File: config.mk
export PLATFORM = sky130hd
export DESIGN_NAME = sh4_dm_responder
export DESIGN_NICKNAME = d
export VERILOG_FILES = /design/src/rtl/dc_bus_pkg.sv /design/src/rtl/dm_addr_decode.sv /design/src/rtl/sh4_dm_responder.sv
export SDC_FILE = /design/constraint.sdc
export NUM_CORES = 1
export LEC_CHECK = 0
export BUFFER_PORTS_ARGS = -buffer_cell sky130_fd_sc_hd__buf_2
export CAP_MARGIN = 20
export CORE_AREA = 2 2 244 246
export CTS_CLUSTER_SIZE = 16
export DETAILED_ROUTE_END_ITERATION = 10
export DIE_AREA = 0 0 246 248
export REMOVE_ABC_BUFFERS = 1
export SLEW_MARGIN = 20
export SYNTH_ARGS = -nofsm -noshare
export SYNTH_HDL_FRONTEND = slang
export SYNTH_SLANG_ARGS = --single-unit
export TNS_END_PERCENT = 30
File: constraint.sdc
create_clock -name clk -period 4.26 [get_ports clk]
set_input_delay 0.213 -clock clk [delete_from_list [all_inputs] [get_ports clk]]
set_output_delay 0.213 -clock clk [all_outputs]
set_load 0.005 [all_outputs]
File: src/rtl/dc_bus_pkg.sv
// Shared definitions for the SH4-side data bus: region codes, address windows
// and the responder FSM state encoding.
package dc_bus_pkg;

  typedef enum logic [1:0] {
    REG_PVR      = 2'd0,
    REG_VRAM     = 2'd1,
    REG_SDRAM    = 2'd2,
    REG_UNMAPPED = 2'd3
  } dm_region_e;

  // Windows are inclusive and apply to addr[28:0] (upper bits are mirrors).
  localparam logic [28:0] PVR_BASE          = 29'h005F_7C00;
  localparam logic [28:0] PVR_LIMIT         = 29'h005F_9FFF;
  localparam logic [28:0] VRAM_BASE         = 29'h0400_0000;
  localparam logic [28:0] VRAM_LIMIT        = 29'h047F_FFFF;
  localparam logic [28:0] VRAM_MIRROR_BASE  = 29'h0600_0000;
  localparam logic [28:0] VRAM_MIRROR_LIMIT = 29'h067F_FFFF;
  localparam logic [28:0] SDRAM_BASE        = 29'h0C00_0000;
  localparam logic [28:0] SDRAM_LIMIT       = 29'h0CFF_FFFF;

  typedef logic [2:0] dm_state_t;
  localparam dm_state_t ST_IDLE     = 3'd0;
  localparam dm_state_t ST_PVR_ACC  = 3'd1;
  localparam dm_state_t ST_PVR_CAP  = 3'd2;
  localparam dm_state_t ST_EXT_WAIT = 3'd3;
  localparam dm_state_t ST_RESP     = 3'd4;

  function automatic logic in_window(input logic [28:0] a,
                                     input logic [28:0] base,
                                     input logic [28:0] limit);
    return (a >= base) && (a <= limit);
  endfunction

endpackage

File: src/rtl/dm_addr_decode.sv
// Combinational map from a 29-bit physical address to a bus region and the
// 24-bit offset presented to the selected target.
module dm_addr_decode
  import dc_bus_pkg::*;
(
  input  logic [28:0] addr_i,
  output dm_region_e  region_o,
  output logic [23:0] offset_o
);

  always_comb begin
    region_o = REG_UNMAPPED;
    if (in_window(addr_i, PVR_BASE, PVR_LIMIT)) begin
      region_o = REG_PVR;
    end else if (in_window(addr_i, VRAM_BASE, VRAM_LIMIT) ||
                 in_window(addr_i, VRAM_MIRROR_BASE, VRAM_MIRROR_LIMIT)) begin
      region_o = REG_VRAM;
    end else if (in_window(addr_i, SDRAM_BASE, SDRAM_LIMIT)) begin
      region_o = REG_SDRAM;
    end
  end

  assign offset_o = addr_i[23:0];

endmodule

File: src/rtl/sh4_dm_responder.sv
// Responder for the SH4 data-memory port: decodes each request to PVR, VRAM or
// SDRAM, runs that target's handshake and returns a single-cycle response.
module sh4_dm_responder
  import dc_bus_pkg::*;
#(
  parameter int          TIMEOUT_CYCLES = 255,
  parameter logic [63:0] UNMAPPED_RDATA = 64'h0
) (
  input  logic        clk,
  input  logic        rst,
  input  logic [31:0] dm_req_addr,
  input  logic [63:0] dm_req_wdata,
  input  logic [7:0]  dm_req_wmask,
  input  logic        dm_req_wen,
  input  logic        dm_req_valid,
  output logic [63:0] dm_resp_rdata,
  output logic        dm_resp_valid,
  output logic [15:0] pvr_reg_addr,
  output logic [31:0] pvr_reg_wdata,
  output logic        pvr_reg_rd,
  output logic        pvr_reg_wr,
  input  logic [31:0] pvr_reg_rdata,
  output logic [23:0] vram_addr,
  output logic [63:0] vram_wdata,
  output logic [7:0]  vram_wmask,
  output logic        vram_wen,
  output logic        vram_req,
  input  logic [63:0] vram_rdata,
  input  logic        vram_ack,
  output logic [23:0] sdram_addr,
  output logic [63:0] sdram_wdata,
  output logic [7:0]  sdram_wmask,
  output logic        sdram_wen,
  output logic        sdram_req,
  input  logic [63:0] sdram_rdata,
  input  logic        sdram_ack,
  input  logic        err_clr,
  output logic        bus_err,
  output logic [31:0] err_addr,
  output dm_state_t   dbg_state
);

  // Handshake: the core holds dm_req_valid and its fields stable until it sees
  // the one-cycle dm_resp_valid; valid seen in IDLE is always a new request.
  // Targets hold *_req until they return a one-cycle *_ack with read data.

  localparam int CW = $clog2(TIMEOUT_CYCLES + 1);

  dm_state_t   state_q, state_d;
  dm_region_e  region_q, dec_region;
  logic [23:0] offset_q, dec_offset;
  logic [31:0] addr_q;
  logic [63:0] wdata_q;
  logic [7:0]  wmask_q;
  logic        wen_q;
  logic [CW-1:0] cnt_q, cnt_d;
  logic [63:0] rdata_q, rdata_d;
  logic        bus_err_q;
  logic [31:0] err_addr_q;
  logic        err_set;
  logic [31:0] err_set_addr;
  logic        accept;
  logic        tgt_ack;
  logic [63:0] tgt_rdata;

  dm_addr_decode u_decode (
    .addr_i   (dm_req_addr[28:0]),
    .region_o (dec_region),
    .offset_o (dec_offset)
  );

  assign accept    = (state_q == ST_IDLE) && dm_req_valid;
  assign tgt_ack   = (region_q == REG_VRAM) ? vram_ack : sdram_ack;
  assign tgt_rdata = (region_q == REG_VRAM) ? vram_rdata : sdram_rdata;

  always_comb begin
    state_d      = state_q;
    cnt_d        = cnt_q;
    rdata_d      = rdata_q;
    err_set      = 1'b0;
    err_set_addr = addr_q;
    case (state_q)
      ST_IDLE: begin
        if (dm_req_valid) begin
          cnt_d   = '0;
          rdata_d = '0;
          case (dec_region)
            REG_PVR:   state_d = ST_PVR_ACC;
            REG_VRAM,
            REG_SDRAM: state_d = ST_EXT_WAIT;
            default: begin
              state_d      = ST_RESP;
              err_set      = 1'b1;
              err_set_addr = dm_req_addr;
              rdata_d      = dm_req_wen ? 64'h0 : UNMAPPED_RDATA;
            end
          endcase
        end
      end
      ST_PVR_ACC: state_d = ST_PVR_CAP;
      ST_PVR_CAP: begin
        rdata_d = wen_q ? 64'h0 : {pvr_reg_rdata, pvr_reg_rdata};
        state_d = ST_RESP;
      end
      ST_EXT_WAIT: begin
        cnt_d = cnt_q + 1'b1;
        if (tgt_ack) begin
          rdata_d = wen_q ? 64'h0 : tgt_rdata;
          state_d = ST_RESP;
        end else if (cnt_q == CW'(TIMEOUT_CYCLES - 1)) begin
          // Request has been held for TIMEOUT_CYCLES cycles: give up on it.
          rdata_d = wen_q ? 64'h0 : UNMAPPED_RDATA;
          err_set = 1'b1;
          state_d = ST_RESP;
        end
      end
      ST_RESP: state_d = ST_IDLE;
      default: state_d = ST_IDLE;
    endcase
  end

  always_ff @(posedge clk) begin
    if (rst) begin
      state_q  <= ST_IDLE;
      region_q <= REG_UNMAPPED;
      offset_q <= '0;
      addr_q   <= '0;
      wdata_q  <= '0;
      wmask_q  <= '0;
      wen_q    <= 1'b0;
      cnt_q    <= '0;
      rdata_q  <= '0;
    end else begin
      state_q <= state_d;
      cnt_q   <= cnt_d;
      rdata_q <= rdata_d;
      if (accept) begin
        region_q <= dec_region;
        offset_q <= dec_offset;
        addr_q   <= dm_req_addr;
        wdata_q  <= dm_req_wdata;
        wmask_q  <= dm_req_wmask;
        wen_q    <= dm_req_wen;
      end
    end
  end

  // A new error overrides a simultaneous clear; otherwise the first error sticks.
  always_ff @(posedge clk) begin
    if (rst) begin
      bus_err_q  <= 1'b0;
      err_addr_q <= '0;
    end else if (err_set && (!bus_err_q || err_clr)) begin
      bus_err_q  <= 1'b1;
      err_addr_q <= err_set_addr;
    end else if (err_clr) begin
      bus_err_q <= 1'b0;
    end
  end

  assign pvr_reg_addr  = addr_q[15:0];
  assign pvr_reg_wdata = addr_q[2] ? wdata_q[63:32] : wdata_q[31:0];
  assign pvr_reg_rd    = (state_q == ST_PVR_ACC) && !wen_q;
  assign pvr_reg_wr    = (state_q == ST_PVR_ACC) && wen_q && (|wmask_q);

  assign vram_addr   = offset_q;
  assign vram_wdata  = wdata_q;
  assign vram_wmask  = wmask_q;
  assign vram_wen    = wen_q && (region_q == REG_VRAM);
  assign vram_req    = (state_q == ST_EXT_WAIT) && (region_q == REG_VRAM);

  assign sdram_addr  = offset_q;
  assign sdram_wdata = wdata_q;
  assign sdram_wmask = wmask_q;
  assign sdram_wen   = wen_q && (region_q == REG_SDRAM);
  assign sdram_req   = (state_q == ST_EXT_WAIT) && (region_q == REG_SDRAM);

  assign dm_resp_valid = (state_q == ST_RESP);
  assign dm_resp_rdata = rdata_q;
  assign bus_err       = bus_err_q;
  assign err_addr      = err_addr_q;
  assign dbg_state     = state_q;

endmodule

======== After elaboration in Yosys (flattened, before gate mapping) ========
Cells that the tools add are included.
cells by class
  reductions and logical operators ........ 28
  add/subtract/negate cells ............... 1
  mux-type cells .......................... 29
  equal/unequal tests ..................... 11
  magnitude comparators ................... 8
operators by type and width
  operator                                                           number
  two-way mux 64 bit                                                 6
  one-hot mux 64 bit (3 select lines)                                1
  two-way mux 32 bit                                                 4
  >= comparator 29 x 27 -> 1 bit (second input constant)             2
  less-or-equal comparator 29 x 27 -> 1 bit (second input constant)  2
  >= comparator 29 x 23 -> 1 bit (second input constant)             1
  >= comparator 29 x 28 -> 1 bit (second input constant)             1
  less-or-equal comparator 29 x 23 -> 1 bit (second input constant)  1
  less-or-equal comparator 29 x 28 -> 1 bit (second input constant)  1
  one-hot mux 8 bit (2 select lines)                                 1
  logical AND 1 bit                                                  13
  one-hot mux 3 bit (4 select lines)                                 1
  two-way mux 3 bit                                                  3
  adder 8 x 1 -> 8 bit (second input constant)                       1
  equality test 8 bit (second input constant)                        1
  two-way mux 1 bit                                                  8
  two-way mux 8 bit                                                  1
  OR reduction 8 bit                                                 1
  equality test 3 x 2 -> 1 bit (second input constant)               2
  one-hot mux 3 bit (2 select lines)                                 1
  equality test 2 x 1 -> 1 bit (second input constant)               2
  equality test 2 bit (second input constant)                        2
  two-way mux 2 bit                                                  2
  AND reduction 2 bit                                                2
  other kinds (14)                                                   17
storage, ports and cells
  output and inout port bits .............. 347
  bits of input ports ..................... 271
  logic and storage cells ................. 88
  register bits after elaboration ......... 239

======== Depth between registers and ports, before layout ========
  depth after elaboration ................. 12
  depth in mapped cells ................... 9
  gate-level depth less buffers ........... 8

======== By module ========
Synthesis repeated with hierarchy kept, for this count alone.
unflattened totals
  cell total of the unflattened synthesis .. 1384
  area, all modules ....................... 11939.0 sq um
modules (own cells, without submodules)
  module            cells each  seq. area each (sq um)  times used  area each (sq um)
  sh4_dm_responder  1336        4784.6                  1           11599.9
  dm_addr_decode    48          0.0                     1           339.1

======== Worst setup path before layout ========
Ideal clock, no wire load.
  path kind ............................... input to register
  start point ............................. in dm_req_addr[23]
  end point ............................... reg err_addr_q[18] (netlist: err_addr[18])
  buffers on the path ..................... 1
  cell stages on the path ................. 8
  arrival time ............................ 1944 ps
  setup time .............................. 136 ps
  required time ........................... 4124 ps
  path slack .............................. 2180 ps
  cell sequence ........................... nor4_1 -> nor4b_1 -> nor2_1 -> ha_1 -> nand2_1 -> buf_2 -> mux2i_1 -> a211oi_2
on the way
  longest elaborated chain between the ends .. 11
  elaborated cells on any way between the ends .. 27
  classes of those cells .................. order compare (8); eq/ne (2); mux (9); reduce/logical (8)
RTL lines
  what                                                          RTL line                                    RTL
  start: declaration                                            sh4_dm_responder.sv:11                      input logic [31:0] dm_req_addr,
  >= comparator 29 x 28 -> 1 bit (tied with other cells)        dc_bus_pkg.sv:32                            return (a >= base) && (a <= limit);
  logical AND 1 bit                                             dc_bus_pkg.sv:32
  two-way mux 1 bit / logical OR 1 bit (equally long branches)  dm_addr_decode.sv:18, dm_addr_decode.sv:15
  two-way mux 2 bit                                             dm_addr_decode.sv:15                        end else if (in_window(addr_i, VRAM_BASE, VRAM_LIMIT) ||
  two-way mux 2 bit (*)                                         dm_addr_decode.sv:13                        if (in_window(addr_i, PVR_BASE, PVR_LIMIT)) begin
  via dec_region[0]                                             sh4_dm_responder.sv:50                      dm_region_e region_q, dec_region;
  equality test 2 x 1 -> 1 bit (tied with other cells)          --
  OR reduction 3 bit (no source line) (*)                       --
  two-way mux 1 bit                                             sh4_dm_responder.sv:87                      case (dec_region)
  two-way mux 1 bit                                             sh4_dm_responder.sv:84                      if (dm_req_valid) begin
  one-hot mux 1 bit (2 select lines)                            sh4_dm_responder.sv:82                      case (state_q)
  logical AND 1 bit                                             sh4_dm_responder.sv:153                     end else if (err_set && (!bus_err_q || err_clr)) begin
  end signal: assignment                                        sh4_dm_responder.sv:155                     err_addr_q <= err_set_addr;
  end: declaration                                              sh4_dm_responder.sv:59                      logic [31:0] err_addr_q;
The timed path passes the listed nets; every way through them passes the cells marked *.
A chain may end at the register's enable or synchronous reset.

======== Final worst setup path ========
  start point ............................. in dm_req_addr[25]
  end point ............................... reg err_addr_q[6] (netlist: err_addr[6])
The elaborated chain is that of the path after synthesis.

==> impl_results.md <==
* Max VDD drop at 0.000235 V
* Vias in the first global route at 11112
* Hpwl dp at ~31000 um
* Number of cells on the worst reg-to-reg path at 7
* Inserted Clock Buffers at 27
* # setup viols final at 0
* GRT Total Usage at 0.133
* Avg Synthesized Cell Area at 8.50 um2
* Final hold viol count at 0
* Register area share after synthesis at 0.370
* Die H at 248 um
* Register area at 0.00431 mm2
* Iteration-0 DRC Markers at 652
* Netlist cell types at 47
* Critical path required time at 4.70 ns
* Power Dens Cells at 348 mW/mm2
* Die area at about 0.061 mm2
* Period utilization at 0.816
* GR Overflow Total at 0
* Slew margin rel. at 0.324
* Hold-fix buffers, CTS at roughly 130
* #FFs+latches synth at 215
* Synth-to-Final Area Change at 43.3%
* Synthesized area at 0.0116 mm2
* Post-CTS setup buffers at 0
* WL final at ~45000 um
* Port Buf Inserts at 617
* Peak Freq at about 0.29 GHz
* Worst-path fanout max at 33
* Fillcell total at 6192
* DRC Markers at 0
* Most frequent cells in the layout: buf_2, nand2_1, dfxtp_1, a21oi_1, dlygate4sd3_1
* Layout cells sized above 1 at 0.404
* Outcome: complete, no violations
* Cells after Synth at 1369
* Period minus WS final at 3.48 ns
* Drt pass-1 iters at 5
* # rows at 89
* Worst Path Arrival at ~3.9 ns
* Hold WC Path Type: in -> reg
* Worst hold start: pvr_reg_rdata[30]
* Hold depth at 3
* CP Launch Type: primary input
* Worst hold slack at 0.0583 ns
* Worst-path clk slew at about 0.060 ns
* Slew Limit Fails at 0
* RSZ-0062 raised after global routing: false
* R2R Path End: err_addr[6]$_SDFFE_PP0P_
* Fin nets at 2184
* Maxcap violations at 0
* Pin count of the biggest net entering global routing at 135
* CTS Sinks at 215
* CP Capture Type: register
* Ys Warns at 0
* Total number of vias at 12166
* Die W at roughly 250 um
* EDFF count, synth at 0
* CTS tree: built
* Total power draw at 5800 uW
* Kind of critical path: in -> reg
* CTS H-tree depth at 1
* Core footprint at 0.0585 mm2
* First-pass GRT wire length at between 60000 and 70000 um
* DR vias/cell at between 4 and 5
* Worst Hold End: dm_resp_rdata[62]$_SDFFE_PP0P_
* Top_reg_cell synth: dfxtp_1
* Post-CTS Resized at 0
* R2R setup slack at approximately 1.2 ns
* Setup TNS at 0 ns
* Clk_skew at 0.0104 ns
* Pleak at 0.00754 uW
* Initial antenna violation count at 2
* R2R Path Start: dbg_state[2]$_SDFFE_PP0P_
* Asr flop ratio synth at 0
* Multi-input combinational cell area at 0.00581 mm2
* Io pins at 618
* CP startpoint: dm_req_addr[25]
* Post-DRT Antenna Nets at 0
* Clk buf depth at 3
* Routed len/inst at 16.5 um
* Clock Tree Root: clkbuf_16
* Slew @ Worst Pin at between 1 and 1.5 ns
* RePlAce Congestion at 0.821
* Later-pin clock latency in the skew report at between 0.5 and 0.6 ns
* Initial Util at 0.199
* Core Util, Final at 0.285
* Commonest non-fill, non-tap cell in the layout: buf_2
power breakdown:
part | total, uW | switching (uW) | internal (uW)
clock network | 2520 | 934 | 1580
registers | 2230 | 112 | 2120
logic | 1050 | 536 | 511
per-layer routing:
metal,up-vias,global-route usage,wire length [um]
met5,-,0,0
met4,0,0.0456,1320
met3,60,0.0283,3070
met2,457,0.216,20900
met1,5734,0.175,19300
li1,5915,-,-
cell usage after synthesis (15+ instances only):
master	number	area (um2)
nor2b_1	18	113
o2bb2ai_1	15	131
dfxtp_1	215	4300
buf_2	35	175
clkbuf_1	75	282
a21oi_1	145	726
mux2_2	73	822
nand3_1	35	175
nor3_1	15	75.1
a221oi_1	30	263
mux2i_1	57	571
nand2_1	240	901
a31oi_1	35	219
buf_4	139	1040
a211oi_1	98	736
nor2_1	24	90.1
a311oi_1	22	193
cell type report:
| type | count | share of cell area |
|---|---|---|
| antenna | 1 | 0.000150 |
| timing repair buffer | 771 | 0.277 |
| inverter | 3 | 0.000676 |
| clock inverter | 10 | 0.0125 |
| sequential | 215 | 0.258 |
| clock buffer | 35 | 0.0447 |
| multi-input combinational | 891 | 0.349 |
| tap | 773 | 0.0580 |
critical path: stages:
cell           delay (ns)
dlygate4sd3_1        0.54
buf_2                0.19
nor4bb_1             0.51
nand2_1              0.26
nor4b_1              0.41
nor2_1               0.12
ha_1                 0.25
nor3b_4              0.15
buf_4                0.27
a21o_1               0.35
buf_4                0.31
a211oi_1             0.31
worst max-delay path by stage:
stage / endpoint / slack (ns)
after floorplan: err_addr[14]$_SDFFE_PP0P_ / -9.13
after global placement: err_addr[6]$_SDFFE_PP0P_ / 1.00
after detailed placement: err_addr[6]$_SDFFE_PP0P_ / 0.94
after CTS: err_addr[6]$_SDFFE_PP0P_ / 0.94
after global routing: err_addr[6]$_SDFFE_PP0P_ / 0.61
final: err_addr[6]$_SDFFE_PP0P_ / 0.78
per-stage QoR:
stage               setup slack, ns  instances  area [um2]
floorplan                     -9.13       1109       10100
detailed placement            0.940       2522       14400
global route                  0.607       2698       16700
global placement               1.00       2522       14400
CTS                           0.939       2698       16700
finish                        0.782       2699       16700
sequential cells by signal, indices dropped and copies added, names as in the netlist:
register	count
err_addr	32
region_q	2
sdram_addr	23
sdram_wmask	8
dbg_state	3
bus_err	1
addr_q	9
dm_resp_rdata	64
cnt_q	8
sdram_wdata	64
wen_q	1
kinds of logic (layout without fill, tap and decap cells):
kind of cell / after synthesis / in the layout / share of synthesized area
muxes: 130 / 130 / 0.120
other: 0 / 1 / 0
adders and majority gates: 4 / 4 / 0.00430
buffers and inverters: 263 / 819 / 0.135
and+or+nand+nor: 371 / 371 / 0.142
AOI/OAI and AO/OA: 386 / 386 / 0.228
DFF: 215 / 215 / 0.370
Power figures use the tool's default switching activity.
